[src/rtl/serial_tx.sv]
// 8N1 UART transmitter with a one-byte holding register in front of the shifter.
// Bit timing comes from a clk-cycle divider; the serial line is driven from a register.
module serial_tx #(
  parameter int HIGH_CLK = 50_000_000,
  parameter int BAUD_CLK = 115_200
) (
  input  logic       clk,
  input  logic       reset,
  input  logic       enable,
  input  logic [7:0] txdata_in,
  input  logic       txdata_valid_in,
  output logic       txdata_ready_out,
  output logic       txdata_out,
  output logic       txdata_busy_out,
  output logic       txdata_done_out
);

  localparam int DIV = HIGH_CLK / BAUD_CLK;
  localparam int CW = $clog2(DIV);
  localparam logic [CW-1:0] LAST = CW'(DIV - 1);

  typedef enum logic [1:0] {IDLE, START, DATA, STOP} state_t;

  state_t        state, state_n;
  logic [CW-1:0] bitcnt, bitcnt_n;
  logic [2:0]    bitidx, bitidx_n;
  logic [7:0]    shift, shift_n;
  logic [7:0]    hold, hold_n;
  logic          hold_full, hold_full_n;
  logic          line_n;
  logic          load;
  logic          end_bit;

  assign end_bit          = (bitcnt == LAST);
  assign txdata_ready_out = !hold_full;
  assign txdata_busy_out  = (state != IDLE);
  assign txdata_done_out  = (state == STOP) && end_bit;

  always_ff @(posedge clk) begin
    if (reset) begin
      state      <= IDLE;
      bitcnt     <= '0;
      bitidx     <= '0;
      shift      <= '0;
      hold       <= '0;
      hold_full  <= 1'b0;
      txdata_out <= 1'b1;
    end else begin
      state      <= state_n;
      bitcnt     <= bitcnt_n;
      bitidx     <= bitidx_n;
      shift      <= shift_n;
      hold       <= hold_n;
      hold_full  <= hold_full_n;
      txdata_out <= line_n;
    end
  end

  always_comb begin
    state_n     = state;
    bitcnt_n    = bitcnt;
    bitidx_n    = bitidx;
    shift_n     = shift;
    hold_n      = hold;
    hold_full_n = hold_full;
    line_n      = 1'b1;
    load        = 1'b0;

    if (state != IDLE) begin
      bitcnt_n = end_bit ? '0 : bitcnt + 1'b1;
    end

    case (state)
      IDLE: load = hold_full && enable;
      START: begin
        if (end_bit) begin
          state_n  = DATA;
          bitidx_n = '0;
        end
      end
      DATA: begin
        if (end_bit) begin
          shift_n = {1'b0, shift[7:1]};
          if (bitidx == 3'd7) state_n = STOP;
          else bitidx_n = bitidx + 3'd1;
        end
      end
      STOP: begin
        if (end_bit) begin
          if (hold_full && enable) load = 1'b1;
          else state_n = IDLE;
        end
      end
      default: state_n = IDLE;
    endcase

    // Loading the shifter frees the holding register; an accept can only happen while it is empty
    if (load) begin
      state_n     = START;
      shift_n     = hold;
      hold_full_n = 1'b0;
      bitcnt_n    = '0;
    end

    if (txdata_valid_in && !hold_full) begin
      hold_n      = txdata_in;
      hold_full_n = 1'b1;
    end

    // Line value follows the state being entered so the output register carries it glitch-free
    case (state_n)
      START:   line_n = 1'b0;
      DATA:    line_n = shift_n[0];
      default: line_n = 1'b1;
    endcase
  end

endmodule

[config.mk]
export PLATFORM = sky130hd
export DESIGN_NAME = serial_tx
export DESIGN_NICKNAME = d
export VERILOG_FILES = /design/src/rtl/serial_tx.sv
export SDC_FILE = /design/constraint.sdc
export NUM_CORES = 1
export LEC_CHECK = 0
export CORE_MARGIN = 2
export CORE_UTILIZATION = 59
export CTS_CLUSTER_DIAMETER = 60
export DETAILED_ROUTE_END_ITERATION = 8
export PLACE_DENSITY_LB_ADDON = 0.12
export SLEW_MARGIN = 20
export SYNTH_ARGS = -nofsm -noshare
export SYNTH_HDL_FRONTEND = slang
export SYNTH_SLANG_ARGS = --single-unit
[constraint.sdc]
create_clock -name clk -period 4.15 [get_ports clk]
set_clock_uncertainty 0.15 [all_clocks]
set_input_delay 0.415 -clock clk [delete_from_list [all_inputs] [get_ports clk]]
set_output_delay 0.415 -clock clk [all_outputs]
set_load 0.01 [all_outputs]
# After elaboration in Yosys (flattened, before gate mapping)
# Cells that the tools add are included.
dict set report totals {
  output_inout_bits 4
  in_bits 12
  ff_bits 32
  wordCells 54
}
dict set report classes {
  eq_ne 10
  reduce_logical 13
  n_mux 21
  addsub 2
}
# operator count
set op_table {}
lappend op_table {{$mux 8} 3}
lappend op_table {{$mux 2} 6}
lappend op_table {{$reduce_bool 2->1} 5}
lappend op_table {{$add 9x1->9 const B} 1}
lappend op_table {{$eq 9x9->1 const B} 1}
lappend op_table {{$mux 3} 3}
lappend op_table {{$mux 9} 1}
lappend op_table {{$eq 2x2->1 const B} 3}
lappend op_table {{$ne 2x2->1 const B} 3}
lappend op_table {{$pmux 2 s3} 1}
lappend op_table {{$pmux 3 s2} 1}
lappend op_table {{$eq 2x1->1 const B} 2}
lappend op_table {{$mux 1} 4}
lappend op_table {{$pmux 1 s2} 2}
lappend op_table {{$reduce_and 4->1} 1}
lappend op_table {{$add 3x1->3 const B} 1}
lappend op_table {{$eq 3x3->1 const B} 1}
lappend op_table {{$logic_and 1x1->1} 3}
lappend op_table {{$logic_not 2->1} 1}
lappend op_table {{$reduce_and 2->1} 1}
lappend op_table {{$reduce_or 2->1} 1}
lappend op_table {{$logic_not 1->1} 1}

# Depth between registers and ports, before layout
dict set report logic_depth {
  depth_word 7
  mapped_depth 9
  ltp_nobuf 7
}

# Worst setup path after synthesis
# OpenSTA, ideal clock, no wires.
dict set report synth_path {
  kind {reg2reg}
  start {register bitcnt[1]}
  end {register txdata_out}
  period_less_slack_ns 2.067
  path_buffers 2
  setup_ns 0.115
  t_required_ns 3.885
  t_arrival_ns 1.801
  setup_slack_ns 2.083
  stages_incl_launch_ff 10
  cell_sequence {dfxtp_1 -> inv_1 -> ha_1 -> and4_4 -> buf_6 -> and2_1 -> buf_6 -> o311a_4 -> nand2b_4 -> a31o_1}
}
dict set report synth_via {
  elab_chain_len 6
  word_cells_on_any_way 14
  cone_classes {eq/ne: 3; mux: 11}
}
# element line
set synth_lines {}
lappend synth_lines {{from (decl)} 25} ;# logic [CW-1:0] bitcnt, bitcnt_n;
lappend synth_lines {{from (signal assigned)} 50} ;# bitcnt <= bitcnt_n;
lappend synth_lines {{$eq 9x9->1 *} 34} ;# assign end_bit = (bitcnt == LAST);
lappend synth_lines {{$mux 2 (tied with other cells)} 89} ;# if (end_bit) begin
lappend synth_lines {{$pmux 2 s3 or $pmux 1 s2 (tied branches)} 73} ;# case (state)
lappend synth_lines {{$mux 2} 98} ;# if (load) begin
lappend synth_lines {{$eq 2x2->1 or $eq 2x1->1 (tied branches)} 111} ;# case (state_n)
lappend synth_lines {{$pmux 1 s2 *} 111}
lappend synth_lines {{to (signal assigned)} 55} ;# txdata_out <= line_n;
lappend synth_lines {{to (decl)} 13} ;# output logic txdata_out,
# Every way passes the cells marked *; elsewhere a longest branch is shown, timed or not. The select of a mux whose other input is x is not followed.
# A chain may end at the register's enable or synchronous reset.

# Final worst setup path
dict set report layout_path {
  start {register bitcnt[0]}
  end {output port txdata_done_out}
}
dict set report layout_via {
  elab_chain_len 2
}
# element line
set layout_lines {}
lappend layout_lines {{$eq 9x9->1} 34}
lappend layout_lines {{$logic_and 1x1->1} 37} ;# assign txdata_done_out = (state == STOP) && end_bit;
lappend layout_lines {{to (decl)} 15} ;# output logic txdata_done_out
# No other way between the ends.

==> key figures <==
Status
  – Status: complete, no violations

Pwr
  – Combinational share of power: 24.8%
  – PwrDens: 453 nW/um2
  – LEAKAGE: 0.000684 uW
  – Psw: 238 uW
  – Sequential share of power: 45.4%
  – Peak VDD IR: 0.000423 V
  – Internal Pwr Total: 565 uW
  – Clock power frac: 29.7%
  – Switching Share: 29.6%

Timing
  – Achievable Freq: 390 MHz
  – Sum Neg Setup Slack: 0 ns
  – Setup-failing EPs final: 0
  – Post-route minimum period: 2.56 ns
  – Tcrit/Tclk final: 61.7%
  – Final hold violation count: 0
  – Worst slew pin tran: 0.860 ns
  – Final Slew Violations: 0
  – Slew HR: 42.5%
  – RSZ-0062 raised after global routing: no

Synthesis
  – Largest cells by area after synthesis: dfxtp_1, nand2_1, ha_1
  – Yosys top cell by area: dfxtp_1
  – Sequential area share after synthesis: 41.0%
  – Number of flops mapped to enable cells by yosys: 0
  – Synth Register Bits: 32
  – Synth top area share: 41.0%
  – Async SR Flop Fraction: 0%
  – Netlist cell types: 35
  – Yosys warnings: 0
  – Syn Inst Count: 181
  – Netlist Area Pre-Place: 1560 um2
  – Syn nets: 201
  – Ys flop type: dfxtp_1
  – Count leader, synth: dfxtp_1
  – List of most frequent post-synthesis cells: dfxtp_1, nand2_1, nor2_1, a21oi_1
  – Mean Syn Cell Area: 8.63 um2

Clock network
  – Clock buffer depth: 2
  – H-tree depth: 2
  – Clock Root Buffer: clkbuf_4
  – Worst-path clk slew: 0.10 ns
  – CTS tree: built
  – CTS Sinks: 32
  – Setup Buffers After CTS: 0
  – Post-CTS sizing: 0
  – Num CTS Buffers: 5
  – Worst-skew pair later-pin latency: 0.35 ns
  – Hold_buf cts: 0

Route
  – Number of vias per cell: 5.72
  – Post-route ant nets: 0
  – Total detailed-routing wirelength: 3160 um
  – Initial DRC count: 30
  – Routed vias: 1,286
  – Post-DR wirelength/cell: 14.0 um
  – Drt drc: 0
  – DR pass1 iterations: 4

Layout
  – Final non-filler cell area: 1770 um2
  – Layout cells sized above 1: 6.15%
  – Number of fillers in the final layout: 197
  – Final #Nets: 214
  – # diodes: 0
  – Synthesis-to-layout area growth: 13.5%

Placement
  – Placed inst area: 1700 um2
  – GPL Wtd Cong: 0.802
  – Port Buffers: 15
  – Placed wire-length estimate: 2250 um

Worst setup path
  – Critical path class: reg -> out
  – Crit-path cells: ha_1, and4_4, and3_1, clkdlybuf4s50_1
  – WP data required: 3.59 ns
  – Critical Path Fanout Max: 6
  – Slowest-stage cell, CP: clkdlybuf4s50_1
  – Worst Path Buf+Inv: 1
  – Worst Path Arrival: 2.00 ns
  – Startpoint type of the worst setup path: register
  – Worst stage delay on the critical path: 0.56 ns
  – Critical path capture point type: output pin
  – Largest delay contributor family on the critical path: buffers and inverters

Floorplanning
  – Starting Density: 62.5%
  – Die outline height: 55.4 um
  – Die Footprint: 3070 um2
  – FP Rows: 18
  – Die X: 55.4 um
  – Core region area: 2500 um2
  – Num ports: 16

Global route
  – Final global-route overflow total: 0
  – Tot GR Track Use: 21.9%
  – First-pass GRT wire length: 5290 um
  – Vias in the first global route: 1,211
  – Largest net degree at the start of global routing: 25
  – Initial antenna violation count: 0

Worst hold path
  – Hold Path Class: reg -> reg

Flow run
  – MaxCap Viol Count: 0
worst min-delay path, stage by stage, from the launching register on:
cell     delay (ns)
dfxtp_1        0.32
nand2_1        0.06
a21oi_1        0.05
flip-flops by register name (all words and copies together), names as in the netlist:
register / cells
bitidx: 3
hold: 8
state: 2
txdata_out: 1
bitcnt: 9
shift: 8
hold_full: 1
metal layers:
layer | vias up | GRT usage (%) | routed length, um
met3 | 6 | 8.67 | 105
met1 | 615 | 27.3 | 1510
met4 | 0 | 8.36 | 53
met2 | 17 | 34.0 | 1490
met5 | - | 0 | 0
li1 | 648 | - | -
placed cells by master (no fill, tap or decap), drive strengths merged:
cell	netlist	final
a211o	1	1
a211oi	1	1
a21oi	11	11
a311o	1	1
a311oi	6	6
a31o	1	1
and2	3	3
and3	2	2
and3b	1	1
and4	1	1
bufinv	0	1
clkbuf	5	6
clkdlybuf4s50	0	15
clkinv	0	1
dfxtp	32	32
ha	8	8
inv	6	6
mux2i	5	5
nand2	29	29
nand2b	1	1
nand3	8	8
nand3b	1	1
nand4	6	6
nor2	26	26
nor2b	4	4
nor3	2	2
nor4	1	1
nor4b	1	1
o211a	1	1
o21a	2	2
o21ai	1	1
o22ai	1	1
o311a	1	1
xnor2	2	2
xor2	6	6
power by group through the flow:
stage	Sequential [uW]	Clock (uW)	Combinational (uW)
global route	369	252	221
finish	365	239	200
floorplan	368	0	145
global placement	369	0	193
CTS	364	243	200
detailed placement	371	0	198
area by class of cell:
| class | instances | area, um2 | area share, % |
|---|---|---|---|
| Multi-Input combinational cell | 134 | 846 | 47.7 |
| Sequential cell | 32 | 641 | 36.1 |
| Timing Repair Buffer | 15 | 150 | 8.47 |
| Clock buffer | 6 | 41.3 | 2.33 |
| Tap cell | 30 | 37.5 | 2.12 |
| Clock inverter | 2 | 35.0 | 1.98 |
| Inverter | 6 | 22.5 | 1.27 |
through the flow:
step                total power (uW)  util [%]  std cells  hold WS [ns]  setup slack (ns)
detailed placement               569      67.9        217         0.301              1.90
finish                           803      70.9        225         0.312              1.59
floorplan                        513         -        181         0.282              2.08
CTS                              807      70.9        225         0.316              1.57
global route                     842      70.9        225         0.334              1.46
global placement                 562      67.9        217         0.296              2.02
worst paths after layout:
check | startpoint | end | slack, ns | cells after the start
setup / recovery | bitcnt[0]$_SDFFE_PP0N_ | txdata_done_out | 1.59 | 4
hold reg to reg | hold[7]$_SDFFE_PP0P_ | shift[7]$_SDFFE_PP0P_ | 0.31 | 2
setup reg to reg | state[0]$_SDFF_PP0_ | txdata_out$_SDFF_PP1_ | 1.85 | 6
hold / removal | hold[7]$_SDFFE_PP0P_ | shift[7]$_SDFFE_PP0P_ | 0.31 | 2
cell families (layout without fill, tap and decap cells):
| kind of cell | count (synthesis) | count (layout) | share of synthesized area, % |
|---|---|---|---|
| adder cells (fa/ha/maj) | 8 | 8 | 6.41 |
| buffers and inverters | 15 | 29 | 4.81 |
| flip-flops | 32 | 32 | 41.0 |
| multiplexers | 5 | 5 | 3.21 |
| AO/OA/AOI/OAI | 27 | 27 | 13.1 |
| AND/OR/NAND/NOR | 86 | 86 | 27.0 |
| XOR/XNOR | 8 | 8 | 4.49 |
(Power assumes the default switching activity.)
